**src/rtl/gba_io_pkg.sv**
```systemverilog
// Shared types and helpers for the GBA cartridge bus frontend.
// Holds the FSM state enum, width codes and address builders.
package gba_io_pkg;

   typedef enum logic [2:0] {
      IDLE,
      ROM_IDLE,
      ROM_RD_WAIT,
      ROM_RD_HOLD,
      SRAM_IDLE,
      SRAM_RD_WAIT,
      SRAM_RD_HOLD
   } fe_state_e;

   localparam logic [1:0] WIDTH_CS1 = 2'b10;
   localparam logic [1:0] WIDTH_CS2 = 2'b01;

   // ROM halfword address -> byte address in the low half of the map
   function automatic logic [25:0] cs1_addr(
      input logic [7:0]  ahi,
      input logic [15:0] alo
   );
      return {1'b0, ahi, alo, 1'b0};
   endfunction

   // SRAM byte address sits in the upper half of the map
   function automatic logic [25:0] cs2_addr(
      input logic [15:0] ad
   );
      return {1'b1, 9'b0, ad};
   endfunction

endpackage

```
**src/rtl/gba_cart_bus_frontend_if.sv**
```systemverilog
// Request/response bundle between the GBA frontend and the cart mux.
// cart: frontend side (issues requests); mux: responder side.
interface cart_mux_interface;

   logic        cart_rd;
   logic        cart_wr;
   logic [25:0] cart_addr;
   logic [1:0]  cart_data_width;
   logic [15:0] cart_wr_data;
   logic        cart_rd_valid;
   logic [15:0] cart_rd_data;

   modport cart (
      output cart_rd, cart_wr, cart_addr,
      output cart_data_width, cart_wr_data,
      input  cart_rd_valid, cart_rd_data
   );

   modport mux (
      input  cart_rd, cart_wr, cart_addr,
      input  cart_data_width, cart_wr_data,
      output cart_rd_valid, cart_rd_data
   );

endinterface

```
**src/rtl/gba_pin_sync.sv**
```systemverilog
// N-stage synchroniser for one GBA pin with a registered edge strobe.
// Ports: d (raw pin), q (synchronised level), edge_o (1-cycle toggle).
module gba_pin_sync #(
   parameter int   N       = 2,
   parameter logic RST_VAL = 1'b1
) (
   input  logic clk,
   input  logic rst,
   input  logic d,
   output logic q,
   output logic edge_o
);

   logic [N-1:0] s;

   // edge_o rises together with the new q level, so
   // fall = edge_o & ~q and rise = edge_o & q downstream
   always_ff @(posedge clk or posedge rst) begin
      if (rst) begin
         s      <= {N{RST_VAL}};
         edge_o <= 1'b0;
      end else begin
         s      <= {s[N-2:0], d};
         edge_o <= s[N-1] ^ s[N-2];
      end
   end

   assign q = s[N-1];

endmodule

```
**src/rtl/gba_cart_bus_frontend.sv**
```systemverilog
// Converts raw GBA cartridge pins (ROM cs/AD bus, SRAM cs2 bus) into
// single-cycle cart_rd/cart_wr requests and drives read data back.
// Ports: clk, rst, gba_* pins (in/out/oe), cart (mux requests),
// bus_err (sticky illegal access), rd_timeout (1-cycle pulse).
module gba_cart_bus_frontend
   import gba_io_pkg::*;
#(
   parameter int          SYNC_STAGES  = 2,
   parameter int          RD_TIMEOUT   = 64,
   parameter logic [15:0] TIMEOUT_DATA = 16'hFFFF
) (
   input  logic        clk,
   input  logic        rst,
   input  logic        gba_cs_n,
   input  logic        gba_cs2_n,
   input  logic        gba_rd_n,
   input  logic        gba_wr_n,
   input  logic [15:0] gba_ad_i,
   output logic [15:0] gba_ad_o,
   output logic        gba_ad_oe,
   input  logic [7:0]  gba_a_i,
   output logic [7:0]  gba_a_o,
   output logic        gba_a_oe,
   cart_mux_interface.cart cart,
   output logic        bus_err,
   output logic        rd_timeout
);

   localparam int CW = $clog2(RD_TIMEOUT) + 1;
   localparam logic [CW-1:0] LAST = CW'(RD_TIMEOUT - 1);

   logic cs_s, cs2_s, rd_s, wr_s;
   logic cs_e, cs2_e, rd_e, wr_e;

   gba_pin_sync #(.N(SYNC_STAGES)) u_cs (
      .clk, .rst, .d(gba_cs_n), .q(cs_s), .edge_o(cs_e));
   gba_pin_sync #(.N(SYNC_STAGES)) u_cs2 (
      .clk, .rst, .d(gba_cs2_n), .q(cs2_s), .edge_o(cs2_e));
   gba_pin_sync #(.N(SYNC_STAGES)) u_rd (
      .clk, .rst, .d(gba_rd_n), .q(rd_s), .edge_o(rd_e));
   gba_pin_sync #(.N(SYNC_STAGES)) u_wr (
      .clk, .rst, .d(gba_wr_n), .q(wr_s), .edge_o(wr_e));

   logic [SYNC_STAGES-1:0][15:0] ad_s;
   logic [SYNC_STAGES-1:0][7:0]  a_s;
   logic [15:0] ad_q;
   logic [7:0]  a_q;

   // Data buses share the strobe depth so they line up with the edges
   always_ff @(posedge clk or posedge rst) begin
      if (rst) begin
         ad_s <= '0;
         a_s  <= '0;
      end else begin
         ad_s <= {ad_s[SYNC_STAGES-2:0], gba_ad_i};
         a_s  <= {a_s[SYNC_STAGES-2:0], gba_a_i};
      end
   end

   assign ad_q = ad_s[SYNC_STAGES-1];
   assign a_q  = a_s[SYNC_STAGES-1];

   logic cs_fall, cs_rise, cs2_fall, cs2_rise;
   logic rd_fall, rd_rise, wr_rise;

   assign cs_fall  = cs_e & ~cs_s;
   assign cs_rise  = cs_e & cs_s;
   assign cs2_fall = cs2_e & ~cs2_s;
   assign cs2_rise = cs2_e & cs2_s;
   assign rd_fall  = rd_e & ~rd_s;
   assign rd_rise  = rd_e & rd_s;
   assign wr_rise  = wr_e & wr_s;

   fe_state_e   state_q, state_d;
   logic [7:0]  ahi_q, ahi_d;
   logic [15:0] alo_q, alo_d;
   logic [CW-1:0] cnt_q, cnt_d;
   logic        req_rd_q, req_rd_d;
   logic        req_wr_q, req_wr_d;
   logic [25:0] addr_q, addr_d;
   logic [1:0]  width_q, width_d;
   logic [15:0] wdata_q, wdata_d;
   logic [15:0] ad_o_q, ad_o_d;
   logic [7:0]  a_o_q, a_o_d;
   logic        ad_oe_q, ad_oe_d;
   logic        a_oe_q, a_oe_d;
   logic        err_q, err_d;
   logic        tmo_q, tmo_d;
   logic        abort;

   always_ff @(posedge clk or posedge rst) begin
      if (rst) begin
         state_q  <= IDLE;
         ahi_q    <= '0;
         alo_q    <= '0;
         cnt_q    <= '0;
         req_rd_q <= 1'b0;
         req_wr_q <= 1'b0;
         addr_q   <= '0;
         width_q  <= 2'b00;
         wdata_q  <= '0;
         ad_o_q   <= '0;
         a_o_q    <= '0;
         ad_oe_q  <= 1'b0;
         a_oe_q   <= 1'b0;
         err_q    <= 1'b0;
         tmo_q    <= 1'b0;
      end else begin
         state_q  <= state_d;
         ahi_q    <= ahi_d;
         alo_q    <= alo_d;
         cnt_q    <= cnt_d;
         req_rd_q <= req_rd_d;
         req_wr_q <= req_wr_d;
         addr_q   <= addr_d;
         width_q  <= width_d;
         wdata_q  <= wdata_d;
         ad_o_q   <= ad_o_d;
         a_o_q    <= a_o_d;
         ad_oe_q  <= ad_oe_d;
         a_oe_q   <= a_oe_d;
         err_q    <= err_d;
         tmo_q    <= tmo_d;
      end
   end

   // A deselect aborts any access; responses arriving later land in a
   // state that does not look at cart_rd_valid and are dropped.
   assign abort = (state_q != IDLE) & (cs_rise | cs2_rise);

   always_comb begin
      state_d  = state_q;
      ahi_d    = ahi_q;
      alo_d    = alo_q;
      cnt_d    = cnt_q;
      req_rd_d = 1'b0;
      req_wr_d = 1'b0;
      addr_d   = addr_q;
      width_d  = width_q;
      wdata_d  = wdata_q;
      ad_o_d   = ad_o_q;
      a_o_d    = a_o_q;
      ad_oe_d  = ad_oe_q;
      a_oe_d   = a_oe_q;
      err_d    = err_q | (~cs_s & ~cs2_s);
      tmo_d    = 1'b0;
      if (abort) begin
         state_d = IDLE;
         ad_oe_d = 1'b0;
         a_oe_d  = 1'b0;
      end else begin
         unique case (state_q)
            IDLE: begin
               if (cs_fall & cs2_s) begin
                  ahi_d   = a_q;
                  alo_d   = ad_q;
                  state_d = ROM_IDLE;
               end else if (cs2_fall & cs_s) begin
                  state_d = SRAM_IDLE;
               end
            end
            ROM_IDLE: begin
               if (rd_fall) begin
                  req_rd_d = 1'b1;
                  addr_d   = cs1_addr(ahi_q, alo_q);
                  width_d  = WIDTH_CS1;
                  ad_oe_d  = 1'b1;
                  cnt_d    = '0;
                  err_d    = err_d | wr_rise;
                  state_d  = ROM_RD_WAIT;
               end else if (wr_rise) begin
                  req_wr_d = 1'b1;
                  addr_d   = cs1_addr(ahi_q, alo_q);
                  width_d  = WIDTH_CS1;
                  wdata_d  = ad_q;
                  alo_d    = alo_q + 16'd1;
               end
            end
            ROM_RD_WAIT: begin
               if (cart.cart_rd_valid) begin
                  ad_o_d  = cart.cart_rd_data;
                  state_d = ROM_RD_HOLD;
               end else if (cnt_q == LAST) begin
                  ad_o_d  = TIMEOUT_DATA;
                  tmo_d   = 1'b1;
                  state_d = ROM_RD_HOLD;
               end else begin
                  cnt_d = cnt_q + 1'b1;
               end
            end
            ROM_RD_HOLD: begin
               if (rd_rise) begin
                  ad_oe_d = 1'b0;
                  alo_d   = alo_q + 16'd1;
                  state_d = ROM_IDLE;
               end
            end
            SRAM_IDLE: begin
               if (rd_fall) begin
                  req_rd_d = 1'b1;
                  addr_d   = cs2_addr(ad_q);
                  width_d  = WIDTH_CS2;
                  a_oe_d   = 1'b1;
                  cnt_d    = '0;
                  err_d    = err_d | wr_rise;
                  state_d  = SRAM_RD_WAIT;
               end else if (wr_rise) begin
                  req_wr_d = 1'b1;
                  addr_d   = cs2_addr(ad_q);
                  width_d  = WIDTH_CS2;
                  wdata_d  = {8'h00, a_q};
               end
            end
            SRAM_RD_WAIT: begin
               if (cart.cart_rd_valid) begin
                  a_o_d   = cart.cart_rd_data[7:0];
                  state_d = SRAM_RD_HOLD;
               end else if (cnt_q == LAST) begin
                  a_o_d   = TIMEOUT_DATA[7:0];
                  tmo_d   = 1'b1;
                  state_d = SRAM_RD_HOLD;
               end else begin
                  cnt_d = cnt_q + 1'b1;
               end
            end
            SRAM_RD_HOLD: begin
               if (rd_rise) begin
                  a_oe_d  = 1'b0;
                  state_d = SRAM_IDLE;
               end
            end
            default: state_d = IDLE;
         endcase
      end
   end

   assign cart.cart_rd         = req_rd_q;
   assign cart.cart_wr         = req_wr_q;
   assign cart.cart_addr       = addr_q;
   assign cart.cart_data_width = width_q;
   assign cart.cart_wr_data    = wdata_q;
   assign gba_ad_o             = ad_o_q;
   assign gba_ad_oe            = ad_oe_q;
   assign gba_a_o              = a_o_q;
   assign gba_a_oe             = a_oe_q;
   assign bus_err              = err_q;
   assign rd_timeout           = tmo_q;

endmodule

```
**src/flat_wrapper.sv**
```systemverilog
// flat-port wrapper written by rule: the top's interface ports become plain ports
module gba_cart_bus_frontend_flat import gba_io_pkg::*;
#(
   parameter int          SYNC_STAGES  = 2,
   parameter int          RD_TIMEOUT   = 64,
   parameter logic [15:0] TIMEOUT_DATA = 16'hFFFF
)
  (clk, rst, gba_cs_n, gba_cs2_n, gba_rd_n, gba_wr_n, gba_ad_i, gba_ad_o, gba_ad_oe, gba_a_i, gba_a_o, gba_a_oe, bus_err, rd_timeout, cart_cart_rd, cart_cart_wr, cart_cart_addr, cart_cart_data_width, cart_cart_wr_data, cart_cart_rd_valid, cart_cart_rd_data);
  cart_mux_interface cart_i ();
  input  logic clk;
  input  logic rst;
  input  logic gba_cs_n;
  input  logic gba_cs2_n;
  input  logic gba_rd_n;
  input  logic gba_wr_n;
  input  logic [15:0] gba_ad_i;
  output logic [15:0] gba_ad_o;
  output logic gba_ad_oe;
  input  logic [7:0] gba_a_i;
  output logic [7:0] gba_a_o;
  output logic gba_a_oe;
  output logic bus_err;
  output logic rd_timeout;
  output wire logic [$bits(cart_i.cart_rd)-1:0] cart_cart_rd;
  output wire logic [$bits(cart_i.cart_wr)-1:0] cart_cart_wr;
  output wire logic [$bits(cart_i.cart_addr)-1:0] cart_cart_addr;
  output wire logic [$bits(cart_i.cart_data_width)-1:0] cart_cart_data_width;
  output wire logic [$bits(cart_i.cart_wr_data)-1:0] cart_cart_wr_data;
  input wire logic [$bits(cart_i.cart_rd_valid)-1:0] cart_cart_rd_valid;
  input wire logic [$bits(cart_i.cart_rd_data)-1:0] cart_cart_rd_data;
  assign cart_cart_rd = cart_i.cart_rd;
  assign cart_cart_wr = cart_i.cart_wr;
  assign cart_cart_addr = cart_i.cart_addr;
  assign cart_cart_data_width = cart_i.cart_data_width;
  assign cart_cart_wr_data = cart_i.cart_wr_data;
  assign cart_i.cart_rd_valid = cart_cart_rd_valid;
  assign cart_i.cart_rd_data = cart_cart_rd_data;
  gba_cart_bus_frontend #(.SYNC_STAGES(SYNC_STAGES), .RD_TIMEOUT(RD_TIMEOUT), .TIMEOUT_DATA(TIMEOUT_DATA)) u_core (.clk(clk), .rst(rst), .gba_cs_n(gba_cs_n), .gba_cs2_n(gba_cs2_n), .gba_rd_n(gba_rd_n), .gba_wr_n(gba_wr_n), .gba_ad_i(gba_ad_i), .gba_ad_o(gba_ad_o), .gba_ad_oe(gba_ad_oe), .gba_a_i(gba_a_i), .gba_a_o(gba_a_o), .gba_a_oe(gba_a_oe), .cart(cart_i), .bus_err(bus_err), .rd_timeout(rd_timeout));
endmodule
```
**config.mk**
```make
export PLATFORM = sky130hd
export DESIGN_NAME = gba_cart_bus_frontend_flat
export DESIGN_NICKNAME = d
export VERILOG_FILES = /design/src/rtl/gba_io_pkg.sv /design/src/rtl/gba_cart_bus_frontend_if.sv /design/src/rtl/gba_pin_sync.sv /design/src/rtl/gba_cart_bus_frontend.sv /design/src/flat_wrapper.sv
export SDC_FILE = /design/constraint.sdc
export NUM_CORES = 1
export LEC_CHECK = 0
export CAP_MARGIN = 20
export CORE_UTILIZATION = 43
export CTS_BUF_LIST = sky130_fd_sc_hd__clkbuf_8
export DETAILED_ROUTE_END_ITERATION = 7
export PLACE_DENSITY = 0.7
export SLEW_MARGIN = 20
export SYNTH_ARGS = -nofsm -noshare
export SYNTH_HDL_FRONTEND = slang
export SYNTH_SLANG_ARGS = --single-unit
```
**constraint.sdc**
```tcl
create_clock -name clk -period 12.2 [get_ports clk]
set_input_delay 3.66 -clock clk [delete_from_list [all_inputs] [get_ports clk]]
set_output_delay 3.66 -clock clk [all_outputs]
set_load 0.05 [all_outputs]
```
-- After elaboration in Yosys (flattened, before gate mapping)
Index checks and enable logic that the tools add are counted.
- register bits: 168
- output and inout port bits: 74
- $add $sub $neg: 2
- equality and inequality tests: 25
- mux-type cells: 60
- bitwise logic cells: 22
- reductions and logical operators: 20
- operators by type and width (operator ; count):
    16-bit two-way mux ; 10
    26-bit two-way mux ; 4
    26-bit case mux with 2 select lines ; 1
    16-bit case mux with 3 select lines ; 1
    3-bit two-way mux ; 11
    16-bit case mux with 2 select lines ; 1
    7-bit two-way mux ; 3
    3-bit case mux with 7 select lines ; 1
    1-bit two-way mux ; 18
    3-bit by 1-bit inequality test with 1-bit output (second input constant) ; 6
    16-bit by 1-bit adder with 16-bit output (second input constant) ; 1
    8-bit two-way mux ; 2
    3-bit AND reduction ; 5
    7-bit case mux with 2 select lines ; 1
    6-bit AND reduction ; 2
    3-bit nonzero test ; 4
    1-bit AND ; 11
    2-bit by 1-bit inequality test with 1-bit output (second input constant) ; 5
    3-bit equality test (second input constant) ; 3
    2-bit two-way mux ; 4
    2-bit inequality test (second input constant) ; 4
    4-bit by 2-bit inequality test with 1-bit output (second input constant) ; 2
    7-bit by 1-bit adder with 7-bit output (second input constant) ; 1
    7-bit by 6-bit equality test with 1-bit output (second input constant) ; 1
    other kinds (14) ; 27

-- Depth between registers and ports, before layout
- depth in word-level cells: 7
- gate-level depth with buffers: 7
- mapped depth without buffers: 6

-- Cells and area by module
From an unflattened synthesis, not the netlist that was laid out.
- cells, all modules: 634
- area, all modules: 6611.3 um^2
- by module, submodules not included (module ; instances ; cells each ; area each (um^2) ; sequential area each (um^2)):
    gba_cart_bus_frontend ; 1 ; 614 ; 6251.0 ; 3878.7
    gba_pin_sync ; 4 ; 5 ; 90.1 ; 77.6

-- Least setup slack after synthesis
No wires, ideal clock.
- kind: input-to-reg
- start point: input cart_cart_rd_valid
- end point: register u_core.a_o_q[0], in the netlist u_core.gba_a_o[0]
- setup time: 0.077 ns
- arrival: 4.725 ns
- data required time: 12.123 ns
- slack: 7.397 ns
- cell stages on the path: 6
- cell sequence: clkbuf_1 -> a41oi_1 -> nor3b_2 -> buf_2 -> nor2_1 -> a21oi_1
- cells in the longest elaborated chain, start to end: 2
- elaborated cells on any way between the ends: 3
- those cells by class: mux (1); reduce/logical (2)
- ends and longest elaborated chain (item ; line ; source):
    from (decl) ; flat_wrapper.sv:29 ; input wire logic [$bits(cart_i.cart_rd_valid)-1:0] cart_cart_rd_valid;
    2-bit nonzero test (no line) ; - ;
    3-bit AND reduction (no line) ; - ;
    to (signal assigned) ; gba_cart_bus_frontend.sv:119 ; a_o_q <= a_o_d;
    to (decl) ; gba_cart_bus_frontend.sv:84 ; logic [7:0] a_o_q, a_o_d;
Parallel ways exist; a longest one is shown, timed or not.
A chain may end at the register's enable or synchronous reset.

-- Final worst setup path
- start point: register u_core.a_oe_q, in the netlist u_core.gba_a_oe
- end point: output gba_a_oe
- RTL lines (item ; line ; source):
    from (decl) ; gba_cart_bus_frontend.sv:86 ; logic a_oe_q, a_oe_d;
    from (signal assigned) ; gba_cart_bus_frontend.sv:121 ; a_oe_q <= a_oe_d;
    to (decl) ; flat_wrapper.sv:21 ; output logic gba_a_oe;
No word-level cell between the ends.

==> flow_summary_export.csv <==
group,metric,value,unit
clocking,cts_buffers,17,
place,io_buffers,120,
synthesis,yosys.area.top_type_share,0.601,
setup_path,crit_type,"reg2out",
finish,syn_to_final_growth,26.2,%
setup_path,cp_data_arrival_time,1.71,ns
sta,max_slew.worst_pin.slew,0.937,ns
power_and_ir_drop,power.net_switching,0.00100,W
synthesis,synth.yosys.seq_area_share,0.632,
place,postPlaceCellArea,7940,um2
setup_path,critical_path.endpoint_type,"output port",
finish,finalInstanceArea,8360,um2
finish,final_cell_count_no_fill,908,
grt,grtUsageTotal,0.190,
synthesis,synthesis.nets,644,
sta,hold-worst-slack,0.351,ns
synthesis,synth_commonest_cells,"sky130_fd_sc_hd__dfrtp_1 (159), sky130_fd_sc_hd__nand2_1 (109), sky130_fd_sc_hd__o21ai_0 (52)",
clocking,cts-hold-fix-buffers,0,
setup_path,worst_ep_required_time,8.54,ns
place,place_congestion,0.816,
detailed_routing,via_count,4720,
grt,grt_max_degree,103,
floorplanning,fp.coreArea,15100,um2
power_and_ir_drop,power.density_cell_area,271,nW/um2
clocking,cts.sink_count,167,
sta,slew-limit-headroom,0.375,
sta,setup_viol,0,
finish,layout-drive-gt1-share,0.104,
job,drv_cap,0,
sta,post-route-period-util,0.440,
power_and_ir_drop,power.share.sequential,0.377,
finish,final.fill_count,1297,
setup_path,critPathLaunchType,"register",
synthesis,postSynthRegisterBits,167,
sta,final_critical_path_setup_slack,6.83,ns
power_and_ir_drop,power.internal,0.00126,W
setup_path,cp_max_fo,3,
power_and_ir_drop,switching_share,0.443,
place,numPlacedInstances,875,
synthesis,edff_count_synth,0,
hold_path,hold_path_class,"reg2reg",
floorplanning,io-pin-count,121,
clocking,cts_max_path_buffers,2,
sta,fin_worst_skew,0.0130,ns
setup_path,slowest_cp_cell,"sky130_fd_sc_hd__clkdlybuf4s50_1",
grt,grt_antenna_before_repair,0,
detailed_routing,drt_drc_violations_left,0,
sta,time_the_final_worst_path_needs_with_i_o_delays_and_setup,5.37,ns
power_and_ir_drop,power.static_leakage,3.69,nW
clocking,tritoncts_clock_tree,"yes",
grt,globalRouteOverflowTotal,0,
place,place_worst_setup_slack,6.07,ns
setup_path,crit_chain,"clkdlybuf4s50_1",
floorplanning,start_util,0.437,
clocking,htreeDepth,4,
status,result_of_the_run,"finished, final reports clean",
detailed_routing,route.final.wire_length,14300,um
detailed_routing,final_antenna_net_count,0,
floorplanning,chipWidth,126,um
grt,grt_first_pass_wirelength,23300,um
synthesis,synthesis.area_per_instance,11.1,um2
setup_path,cp_num_buf_inv,1,
clocking,clkLatencyLatePin,0.46,ns
sta,clock.fmax,0.186,GHz
detailed_routing,routed_via_density,5.20,
clocking,cts.repair_timing.setup_buffer_count,0,
finish,diodes,0,
detailed_routing,drt-pass1-iter-count,5,
floorplanning,fp.dieArea,15900,um2
clocking,clk_pin_slew_worst_paths,0.09,ns
clocking,cts.root.buffer_cell,"sky130_fd_sc_hd__clkbuf_8",
synthesis,synthTopCellsByArea,"sky130_fd_sc_hd__dfrtp_1 (60%), sky130_fd_sc_hd__nand2_1 (6.2%), sky130_fd_sc_hd__o21ai_0 (3.9%)",
detailed_routing,avgRoutedWirePerCell,15.7,um
grt,via_count_of_the_first_global_routing_pass,4695,
synthesis,netlist.top_cell.by_area,"sky130_fd_sc_hd__dfrtp_1",
power_and_ir_drop,vdd.ir_drop.worst,99.3,uV
sta,finalMaxSlewViolations,0,
place,place_hpwl,9900,um
synthesis,dominantRegCellSynth,"sky130_fd_sc_hd__dfrtp_1",
setup_path,critical-path-max-stage-delay,0.83,ns
floorplanning,placementRows,45,
synthesis,synth.yosys.warnings,0,
finish,fin_nets,756,
synthesis,syn_inst,595,
setup_path,critical-path-top-delay-family,"buffers and inverters",
power_and_ir_drop,share_comb_of_total_power,0.452,
synthesis,synthMostInstantiatedCell,"sky130_fd_sc_hd__dfrtp_1",
sta,timing_hold_violations_final,0,
clocking,ctsResizeCount,0,
power_and_ir_drop,clkPwrFrac,0.171,
sta,setup_total_negative_slack,0,ns
synthesis,syn_area,6630,um2
detailed_routing,drt_iter0_markers,308,
synthesis,async_reset_ff_frac,1.00,
synthesis,yosysUniqueCellTypes,52,
sta,setup_repair_after_global_routing_missed_its_margin,"no",
floorplanning,chipHeight,126,um
final timing paths:
path                              startpoint  slack, ns  cells after the start                         to
min in group asynchronous                rst       3.75                      2  u_core.cart.cart_addr[17]
hold / removal                u_core.ad_s[3]       0.35                      0             u_core.ad_q[3]
max in group asynchronous                rst       7.05                      3             u_core.bus_err
setup reg to reg           u_core.state_q[2]       9.47                      5  u_core.cart.cart_addr[21]
hold reg to reg               u_core.ad_s[3]       0.35                      0             u_core.ad_q[3]
setup / recovery             u_core.gba_a_oe       6.83                      1                   gba_a_oe
state kept, by name, indices dropped and copies added (netlist names), 3 cells and up:
signal                    cells
u_core.a_q                    8
u_core.a_s                    8
u_core.ad_q                  16
u_core.ad_s                  16
u_core.ahi_q                  8
u_core.alo_q                 16
u_core.cart.cart_addr        25
u_core.cart.cart_wr_data     16
u_core.cnt_q                  7
u_core.gba_a_o                8
u_core.gba_ad_o              16
u_core.state_q                3
logic make-up after synthesis:
group	Yosys count	share of synthesized area
AO/OA/AOI/OAI	148	0.140
XOR/XNOR	5	0.00661
adder cells (fa/ha/maj)	2	0.00378
buffers and inverters	39	0.0285
flip-flops	167	0.632
multiplexers	33	0.0516
AND/OR/NAND/NOR	201	0.137
per-layer routing:
metal | part of all wire | up-vias | GRT usage
met5 | 0 | - | 0
met4 | 0.018 | 0 | 0.0787
met3 | 0.034 | 19 | 0.0421
met2 | 0.51 | 104 | 0.321
met1 | 0.44 | 2316 | 0.235
li1 | - | 2281 | -
through the flow:
stage               utilization  power [W]
detailed placement        0.524    0.00189
global placement          0.524    0.00186
CTS                       0.550    0.00228
global route              0.552    0.00239
floorplan                     -    0.00155
finish                    0.552    0.00226
worst register-to-register path, stage by stage, from the launching register on:
cell	delay, ns
sky130_fd_sc_hd__dfrtp_1	0.67
sky130_fd_sc_hd__nand2b_1	0.58
sky130_fd_sc_hd__a211o_1	0.44
sky130_fd_sc_hd__a21oi_1	0.70
sky130_fd_sc_hd__nand3_1	0.17
sky130_fd_sc_hd__nand2_1	0.11
layout make-up:
class / instances / area, um2 / area share
timing repair buffer: 125 / 1240 / 0.149
inverter: 7 / 31.3 / 0.00374
multi-input combinational: 389 / 2260 / 0.271
clock buffer: 22 / 303 / 0.0362
clock inverter: 10 / 95.1 / 0.0114
sequential: 167 / 4190 / 0.501
tap: 188 / 235 / 0.0281
power by group through the flow:
stage	Combinational (W)	Clock, W	Sequential, W
after floorplan	0.000362	0	0.00119
after global placement	0.00101	0	0.000856
after detailed placement	0.00103	0	0.000865
after CTS	0.00103	0.000397	0.000855
after global routing	0.00109	0.000418	0.000876
final	0.00102	0.000386	0.000855
cells in the final DEF (no fill, tap or decap), types with 10 or more instances in the layout:
cell type | Yosys | routed
sky130_fd_sc_hd__a21oi_1 | 34 | 34
sky130_fd_sc_hd__a31oi_1 | 10 | 10
sky130_fd_sc_hd__clkbuf_8 | 0 | 22
sky130_fd_sc_hd__clkdlybuf4s50_1 | 0 | 120
sky130_fd_sc_hd__dfrtp_1 | 159 | 159
sky130_fd_sc_hd__mux2i_1 | 24 | 24
sky130_fd_sc_hd__nand2_1 | 109 | 108
sky130_fd_sc_hd__nand3_1 | 21 | 21
sky130_fd_sc_hd__nor2_1 | 25 | 25
sky130_fd_sc_hd__nor2b_1 | 18 | 17
sky130_fd_sc_hd__o21ai_0 | 52 | 52
sky130_fd_sc_hd__o21ai_2 | 13 | 13
No activity file was read; power rests on OpenSTA's default activity.
